--- config.mk ---
export PLATFORM = sky130hd
export DESIGN_NAME = cpu_mem_responder
export DESIGN_NICKNAME = d
export VERILOG_FILES = /design/src/rtl/cpu_mem_pkg.sv /design/src/rtl/cpu_mem_responder_word_ram.sv /design/src/rtl/cpu_mem_responder.sv
export SDC_FILE = /design/constraint.sdc
export NUM_CORES = 2
export LEC_CHECK = 0
export BUFFER_PORTS_ARGS = -buffer_cell sky130_fd_sc_hd__clkbuf_2
export CORE_MARGIN = 2
export CORE_UTILIZATION = 50
export CTS_BUF_LIST = sky130_fd_sc_hd__clkbuf_16
export CTS_CLUSTER_SIZE = 16
export DETAILED_ROUTE_END_ITERATION = 16
export PLACE_DENSITY = 0.69
export SLEW_MARGIN = 20
export SYNTH_ARGS = -nofsm -noshare
export SYNTH_HDL_FRONTEND = slang
export SYNTH_SLANG_ARGS = --single-unit
--- constraint.sdc ---
create_clock -name clk -period 3 [get_ports clk]
set_input_delay 0.3 -clock clk [delete_from_list [all_inputs] [get_ports clk]]
set_output_delay 0.3 -clock clk [all_outputs]
set_load 0.02 [all_outputs]
--- src/rtl/cpu_mem_pkg.sv ---
// Shared types and constants for the CPU memory responder.
// Holds the load/run state encoding and the address range helper.
package cpu_mem_pkg;

    typedef enum logic [0:0] {
        ST_LOAD = 1'b0,
        ST_RUN  = 1'b1
    } state_t;

    localparam int WORD_W = 32;
    localparam logic [WORD_W-1:0] NOP_INST = 32'h0000_0000;

    // True when every byte-address bit above a word-addressed region of 2^aw words is zero
    function automatic logic addr_in_range(input logic [31:0] addr, input int unsigned aw);
        return ((addr >> (aw + 32'd2)) == 32'd0);
    endfunction

endpackage

--- src/rtl/cpu_mem_responder_word_ram.sv ---
// Single-port-write, asynchronous-read word memory; contents are never reset.
module word_ram
    import cpu_mem_pkg::*;
#(
    parameter int AW = 6
) (
    input  logic              clk,
    input  logic              we,
    input  logic [AW-1:0]     waddr,
    input  logic [WORD_W-1:0] wdata,
    input  logic [AW-1:0]     raddr,
    output logic [WORD_W-1:0] rdata
);

    logic [WORD_W-1:0] mem_r [0:(1<<AW)-1];

    // Synchronous write port
    always_ff @(posedge clk) begin
        if (we) begin
            mem_r[waddr] <= wdata;
        end
    end

    assign rdata = mem_r[raddr];

endmodule

--- src/rtl/cpu_mem_responder.sv ---
// Memory-side counterpart of the cpu core: streams a program into imem while the
// core is held in reset, then serves instruction fetches and data accesses.
module cpu_mem_responder
    import cpu_mem_pkg::*;
#(
    parameter int IADDR_W = 6,
    parameter int DADDR_W = 6
) (
    input  logic                clk,
    input  logic                clr,
    input  logic                load_valid,
    input  logic [WORD_W-1:0]   load_data,
    input  logic                load_last,
    output logic                load_ready,
    input  logic                load_restart,
    output logic                cpu_clrn,
    input  logic [31:0]         pc,
    output logic [WORD_W-1:0]   inst,
    input  logic [31:0]         alu_out,
    input  logic                wmem,
    input  logic [WORD_W-1:0]   data2mem,
    output logic [WORD_W-1:0]   datafmem,
    output logic [IADDR_W:0]    load_cnt,
    output logic                dmem_err
);

    localparam logic [IADDR_W-1:0] PTR_ONE  = {{(IADDR_W-1){1'b0}}, 1'b1};
    localparam logic [IADDR_W-1:0] PTR_LAST = {IADDR_W{1'b1}};
    localparam logic [IADDR_W:0]   CNT_ONE  = {{IADDR_W{1'b0}}, 1'b1};
    localparam logic [IADDR_W:0]   CNT_MAX  = {1'b1, {IADDR_W{1'b0}}};

    state_t              state_r;
    logic [IADDR_W-1:0]  wr_ptr_r;
    logic [IADDR_W:0]    load_cnt_r;
    logic                cpu_clrn_r;
    logic                load_ready_r;
    logic                dmem_err_r;

    logic                run_s;
    logic                accept_s;
    logic                last_word_s;
    logic                pc_ok_s;
    logic                d_ok_s;
    logic                dmem_we_s;
    logic                dmem_oob_s;
    logic [WORD_W-1:0]   imem_rdata_s;
    logic [WORD_W-1:0]   dmem_rdata_s;
    logic [WORD_W-1:0]   inst_s;
    logic [WORD_W-1:0]   datafmem_s;

    assign run_s       = (state_r == ST_RUN);
    assign accept_s    = load_valid & load_ready_r;
    assign last_word_s = load_last | (wr_ptr_r == PTR_LAST);
    assign pc_ok_s     = addr_in_range(pc, IADDR_W);
    assign d_ok_s      = addr_in_range(alu_out, DADDR_W);
    assign dmem_we_s   = run_s & wmem & d_ok_s;
    assign dmem_oob_s  = run_s & wmem & ~d_ok_s;

    word_ram #(.AW(IADDR_W)) u_imem (
        .clk   (clk),
        .we    (accept_s),
        .waddr (wr_ptr_r),
        .wdata (load_data),
        .raddr (pc[IADDR_W+1:2]),
        .rdata (imem_rdata_s)
    );

    word_ram #(.AW(DADDR_W)) u_dmem (
        .clk   (clk),
        .we    (dmem_we_s),
        .waddr (alu_out[DADDR_W+1:2]),
        .wdata (data2mem),
        .raddr (alu_out[DADDR_W+1:2]),
        .rdata (dmem_rdata_s)
    );

    // Fetch returns a NOP while loading or when the pc lies outside imem
    always_comb begin
        inst_s = NOP_INST;
        if (run_s && pc_ok_s) begin
            inst_s = imem_rdata_s;
        end else begin
            inst_s = NOP_INST;
        end
    end

    // Data reads of an out-of-range address return zero in either state
    always_comb begin
        datafmem_s = {WORD_W{1'b0}};
        if (d_ok_s) begin
            datafmem_s = dmem_rdata_s;
        end else begin
            datafmem_s = {WORD_W{1'b0}};
        end
    end

    // Load/run FSM with registered core reset, ready and error flag
    always_ff @(posedge clk or posedge clr) begin
        if (clr) begin
            state_r      <= ST_LOAD;
            wr_ptr_r     <= {IADDR_W{1'b0}};
            load_cnt_r   <= {(IADDR_W+1){1'b0}};
            cpu_clrn_r   <= 1'b0;
            load_ready_r <= 1'b1;
            dmem_err_r   <= 1'b0;
        end else begin
            case (state_r)
                ST_LOAD: begin
                    if (accept_s) begin
                        wr_ptr_r <= wr_ptr_r + PTR_ONE;
                        if (load_cnt_r != CNT_MAX) begin
                            load_cnt_r <= load_cnt_r + CNT_ONE;
                        end
                        if (last_word_s) begin
                            state_r      <= ST_RUN;
                            cpu_clrn_r   <= 1'b1;
                            load_ready_r <= 1'b0;
                        end
                    end
                end
                ST_RUN: begin
                    // Restart wins over a coincident out-of-range write
                    if (load_restart) begin
                        state_r      <= ST_LOAD;
                        wr_ptr_r     <= {IADDR_W{1'b0}};
                        load_cnt_r   <= {(IADDR_W+1){1'b0}};
                        cpu_clrn_r   <= 1'b0;
                        load_ready_r <= 1'b1;
                        dmem_err_r   <= 1'b0;
                    end else if (dmem_oob_s) begin
                        dmem_err_r <= 1'b1;
                    end
                end
                default: begin
                    state_r      <= ST_LOAD;
                    wr_ptr_r     <= {IADDR_W{1'b0}};
                    load_cnt_r   <= {(IADDR_W+1){1'b0}};
                    cpu_clrn_r   <= 1'b0;
                    load_ready_r <= 1'b1;
                    dmem_err_r   <= 1'b0;
                end
            endcase
        end
    end

    assign load_ready = load_ready_r;
    assign cpu_clrn   = cpu_clrn_r;
    assign load_cnt   = load_cnt_r;
    assign dmem_err   = dmem_err_r;
    assign inst       = inst_s;
    assign datafmem   = datafmem_s;

endmodule

# [Word-level counts from Yosys, hierarchy flattened]
# Memory sizes are Yosys's and may differ from the RTL's.
# Cells that the tools add are included.
# Widths: inputs -> output; s select.
[word_totals] ff_bits=17 mem_bits_rw=4096 inputBits=134 n_memories=2
[op_classes] n_addsub=2 eq_ne=6 muxes=27 bitwise_logic=7 n_reduce_logical=8
[mem_list] memory="u_dmem.mem_r" words=64 width=32 read_ports=1 rd_ports_with_merged_regs=0 write_ports=1 line="cpu_mem_responder_word_ram.sv:15" rtl="logic [WORD_W-1:0] mem_r [0:(1<<AW)-1];"
[mem_list] memory="u_imem.mem_r" words=64 width=32 read_ports=1 rd_ports_with_merged_regs=0 write_ports=1 line="cpu_mem_responder_word_ram.sv:15"
[ops] op="$logic_not 32->1" count=2
[ops] op="$mux 32" count=2
[ops] op="$mux 7" count=3
[ops] op="$mux 1" count=15
[ops] op="$pmux 7 s2" count=1
[ops] op="$mux 6" count=2
[ops] op="$pmux 6 s2" count=1
[ops] op="$ne 2x2->1 const B" count=4
[ops] op="$add 7x1->7 const B" count=1
[ops] op="$ne 7x7->1 const B" count=1
[ops] op="$add 6x1->6 const B" count=1
[ops] op="$eq 6x6->1 const B" count=1
[ops] op="$pmux 1 s2" count=3
[ops] op="$reduce_and 3->1" count=2
[ops] op="$and 1x1->1" count=4
[ops] op="$reduce_and 2->1" count=2
[ops] op="$not 1->1" count=2
[ops] op="$reduce_bool 2->1" count=1
[ops] op="$logic_and 1x1->1" count=1
[ops] op="$or 1x1->1" count=1

# [Longest topological paths before layout]
[logic_depth] ltp_word=5 depth_mapped=11 mapped_depth_nobuf=6

# [Hierarchy]
# A second synthesis with hierarchy kept.
[hier_totals] hier_cells=6826 area_unflattened_um2=157692.5
[by_module_without_submodules] module="word_ram" n_inst=2 cells_each=3292 area_per_inst_um2=77874.7 seq_area_each_um2=61499.0
[by_module_without_submodules] module="cpu_mem_responder" n_inst=1 cells_each=242 area_per_inst_um2=1943.1 seq_area_each_um2=426.7

# [Worst setup path before layout]
# No wires, ideal clock.
[synth_path] path_kind="input port to flip-flop" start="input port alu_out[3]" end="memory u_dmem.mem_r[15][0] (enable)" setup_ns=0.421 t_arrival_ns=3.050 t_required_ns=2.579 path_slack_ns=-0.471 stages=8 path_buffers=5 cell_sequence="buf_4 -> buf_6 -> buf_4 -> buf_2 -> nand2_1 -> or3_1 -> clkbuf_1 -> nor2_1"
[synth_lines] item="from (decl)" line="cpu_mem_responder.sv:19" rtl="input logic [31:0] alu_out,"
[synth_lines] item="to (decl)" line="cpu_mem_responder_word_ram.sv:15"
# No word-level cell before the write port.

# [Worst setup path in the final report]
[layout_path] start="memory u_dmem.mem_r[37][23]" end="output port datafmem[23]"
[layout_between] elab_chain_cells=2
[layout_lines] item="$mem_v2 64x32"
[layout_lines] item="$mux 32" line="cpu_mem_responder.sv:90" rtl="if (d_ok_s) begin"
[layout_lines] item="to (decl)" line="cpu_mem_responder.sv:22" rtl="output logic [WORD_W-1:0] datafmem,"
# Every way passes these cells.

==> results.yml <==
job:
  cap_violations: 0
routing:
  ant_nets: 0
  first_pass_iters: 7
  routed_wl_um: 475000
  vias_per_cell: 6.60
  via_count: 88500
  drt_iter0_markers: 14200
  drt_drc_violations_left: 0
  wl_per_cell_um: 35.4
synthesis:
  synthTopCellsByArea: "edfxtp_1, mux4_2, mux2i_1, a221oi_1, mux2_2"
  synth-adder-area-share: 0.000238
  synth_compound_area_frac: 0.0486
  synthFlopType: "edfxtp_1"
  yosys.area_share.simple: 0.0197
  synthMuxAreaShare: 0.134
  synth_cell_types: 70
  synth_top_area_frac: 0.779
  synth_area_mm2: 0.158
  avgSynthCellArea_um2: 20.9
  ys_seq_area_frac: 0.781
  synthXorXnorAreaFrac: 0.000277
  yosys_warnings: 0
  async_flop_share: 0.00413
  synth_area_leader_cell: "edfxtp_1"
  synth_cells: 7556
  synth_top_family_by_area: "multiplexers"
  synth_nets: 7693
  ys_ff_latch: 4113
  synth_edf_count: 4096
timing:
  hold_slack_ps: 26.8
  tns_ps: -19570
  slew-limit-headroom: 0.220
  worst_slack_ps: -576
  rsz0062_at_grt: "true"
  hold_viol_final: 0
  skew_ps: 49.0
  clock.fmax_mhz: 280
  worstMarginPinSlew_ps: 1170
  post-route-min-period_ps: 3580
  setup_viol: 64
  drv_slew: 0
  final.period_utilization: 1.19
critical_path:
  rr_worst_depth: 3
  arrival_ps: 3280
  endpoint_kind: "output pin"
  path_class: "reg -> out"
  r2r_setup_slack_ps: 430
  path_max_fanout: 1
  worstPathRequired_ps: 2700
  reg2reg_to: "u_imem.mem_r[17][12]$_DFFE_PP_"
  worstReg2RegStart: "wr_ptr_r[5]$_DFFE_PP0P_"
  start_kind: "flop"
power_and_ir_drop:
  p_switching_mw: 26.9
  power.leakage_nw: 62.3
  p_int_mw: 94.2
  switching_share: 0.222
  clockPowerShare: 0.406
  vdd.ir_drop.worst_v: 0.000702
  pwr-share-comb: 0.067
  seqPwrFrac: 0.526
  p_per_area_mw_per_mm2: 630
floorplanning:
  die_area_mm2: 0.320
  core_mm2: 0.315
  die_w_um: 566
  row_count: 206
  initial_core_util: 0.502
  die_h_um: 566
  ioPinCount: 208
global_routing:
  grt_start_max_net_pins: 65
  gr-total-overflow: 0
  antenna_found_initial: 17
  grt_pass1_vias: 87600
  gr-usage-met2: 0.461
  top_usage_layer: "met2"
  gr-usage-all-layers: 0.291
  grt_util_met3: 0.0599
  use_met1: 0.389
  grt_pass1_wl_um: 662000
place:
  place_area_mm2: 0.176
  hpwlAfterDp_um: 293000
  port-buffer-count: 203
  gp_congestion: 0.906
  dp_slack_ps: -789
cts:
  cts_tree: "yes"
  clk_latency_ps: 980
  clk_pin_slew_ps: 60
  cts_num_sinks: 4113
  clockBufferDepth: 4
  root_buffer: "clkbuf_16"
  htreeDepth: 5
  cts_made_buffers: 407
layout:
  drive_gt1_frac: 0.359
  final_util: 0.611
  area_delta_synth_final_pct: 21.7
  fin_area_mm2: 0.192
  nets: 9047
worst_hold_path:
  min_to: "wr_ptr_r[2]$_DFFE_PP0P_"
  hold_start: "load_valid"
  hp-class: "in -> reg"
  hold-path-cell-count: 5
run_status:
  violations: "setup timing"
  outcome: "finished, violations left"
-- logic make-up after synthesis --
kind of cell	after synthesis
simple gates	727
compound gates	1066
mux	1159
buf+inv	483
fa+ha+maj	3
xor+xnor	5
flops	4113
-- how the worst max path moves through the flow --
stage	start	endpoint	slack, ps	cells after the start
after floorplan	alu_out[3]	u_dmem.mem_r[15][0]$_DFFE_PP_	-470	8
after global placement	alu_out[2]	datafmem[22]	-780	12
after detailed placement	alu_out[2]	datafmem[22]	-790	12
after CTS	u_dmem.mem_r[29][23]$_DFFE_PP_	datafmem[23]	-580	8
after global routing	u_dmem.mem_r[37][23]$_DFFE_PP_	datafmem[23]	-660	8
final	u_dmem.mem_r[37][23]$_DFFE_PP_	datafmem[23]	-580	8
-- layer usage --
layer  routed length, um  vias up
met1              169000    46000
met5                  37        -
met4               25200        6
li1                    -    34600
met3               55400     1233
met2              226000     6612
-- worst max-delay path: stages, from the launching register on --
cell and delay, ps:
edfxtp_1 390, mux2_2 300, a221oi_2 280, nor2_1 110
a221oi_2 220, o21ai_1 140, buf_4 190, o41a_1 470
clkbuf_8 200
-- Yosys cell counts (9+ instances only) --
master	number
a22oi_1	139
nand2b_1	9
buf_6	20
mux4_2	754
a22o_1	49
nor3_1	23
edfxtp_1	4096
a211oi_1	37
a31oi_1	37
nor2_1	306
a221o_1	31
o22ai_1	97
buf_1	39
o221ai_1	18
o22a_1	10
nor2b_1	27
a221oi_1	229
mux2i_1	267
dfrtp_1	16
nor4_1	13
buf_4	76
a21oi_1	160
o2bb2ai_1	15
and3_1	11
nand3_1	54
buf_2	191
clkbuf_1	142
o21ai_0	148
mux2_2	138
nand2_1	241
a41oi_1	17
inv_1	13
-- registers in the layout (all words and copies together), names as in the netlist --
register,flops
u_imem.mem_r,2048
run_s,1
cpu_clrn,1
dmem_err,1
u_dmem.mem_r,2048
load_cnt,7
wr_ptr_r,6
load_ready,1
-- power by group through the flow --
| stage | Clock, mW | Sequential [mW] | Combinational, mW |
|---|---|---|---|
| 2_1_floorplan | 0 | 64.9 | 3.28 |
| 3_3_place_gp | 0 | 64.9 | 7.39 |
| 3_5_place_dp | 0 | 64.9 | 7.57 |
| 4_1_cts | 49.5 | 63.7 | 7.93 |
| 5_1_grt | 51.8 | 63.7 | 8.42 |
| 6_report | 49.2 | 63.7 | 8.16 |
-- repair_timing --
| action | CTS | global route |
|---|---|---|
| hold buffers | 25 | 2 |
| hold endpoints to repair | 535 | 102 |
| resized for setup | 514 | 170 |
| pin swaps | 127 | 76 |
| endpoints found under the setup margin | 64 | 64 |
| buffers inserted | 14 | 7 |
-- stage by stage --
step,total power [mW],cells
3_5_place_dp,72.5,12700
3_3_place_gp,72.3,12700
6_report,121,13400
2_1_floorplan,68.2,7556
5_1_grt,124,13400
4_1_cts,121,13400
-- placed cells by master (no fill, tap or decap), types with 18 or more instances in the layout --
cell and instances:
buf_4 841, mux2i_1 238, mux4_2 754, nand2_1 232
nor2_1 157, a22o_1 49, buf_8 44, a221o_1 31
a31oi_1 23, clkbuf_2 122, bufinv_16 31, clkinv_1 100
a22oi_1 126, dlygate4sd3_1 27, clkbuf_8 18, buf_12 318
edfxtp_1 4096, clkbuf_16 410, clkinv_2 81, nor2_4 140
nor2b_1 20, a221oi_1 177, buf_6 34, inv_1 83
a221oi_2 43, mux2_2 132, a211oi_1 30, o22ai_1 68
a21oi_2 25, o21ai_0 117, a21oi_1 121, nand3_1 40
-- area by class of cell --
type                            count  area [um2]
Antenna cell                        6        15.0
Clock buffer                      410       10300
Clock inverter                    331        2580
Fill cell                       21100      122000
Inverter                           15        73.8
Multi-Input combinational cell   2960       35800
Sequential cell                  4113      123000
Tap cell                         4160        5200
Timing Repair Buffer             1413       14900
(Power assumes the default switching activity.)
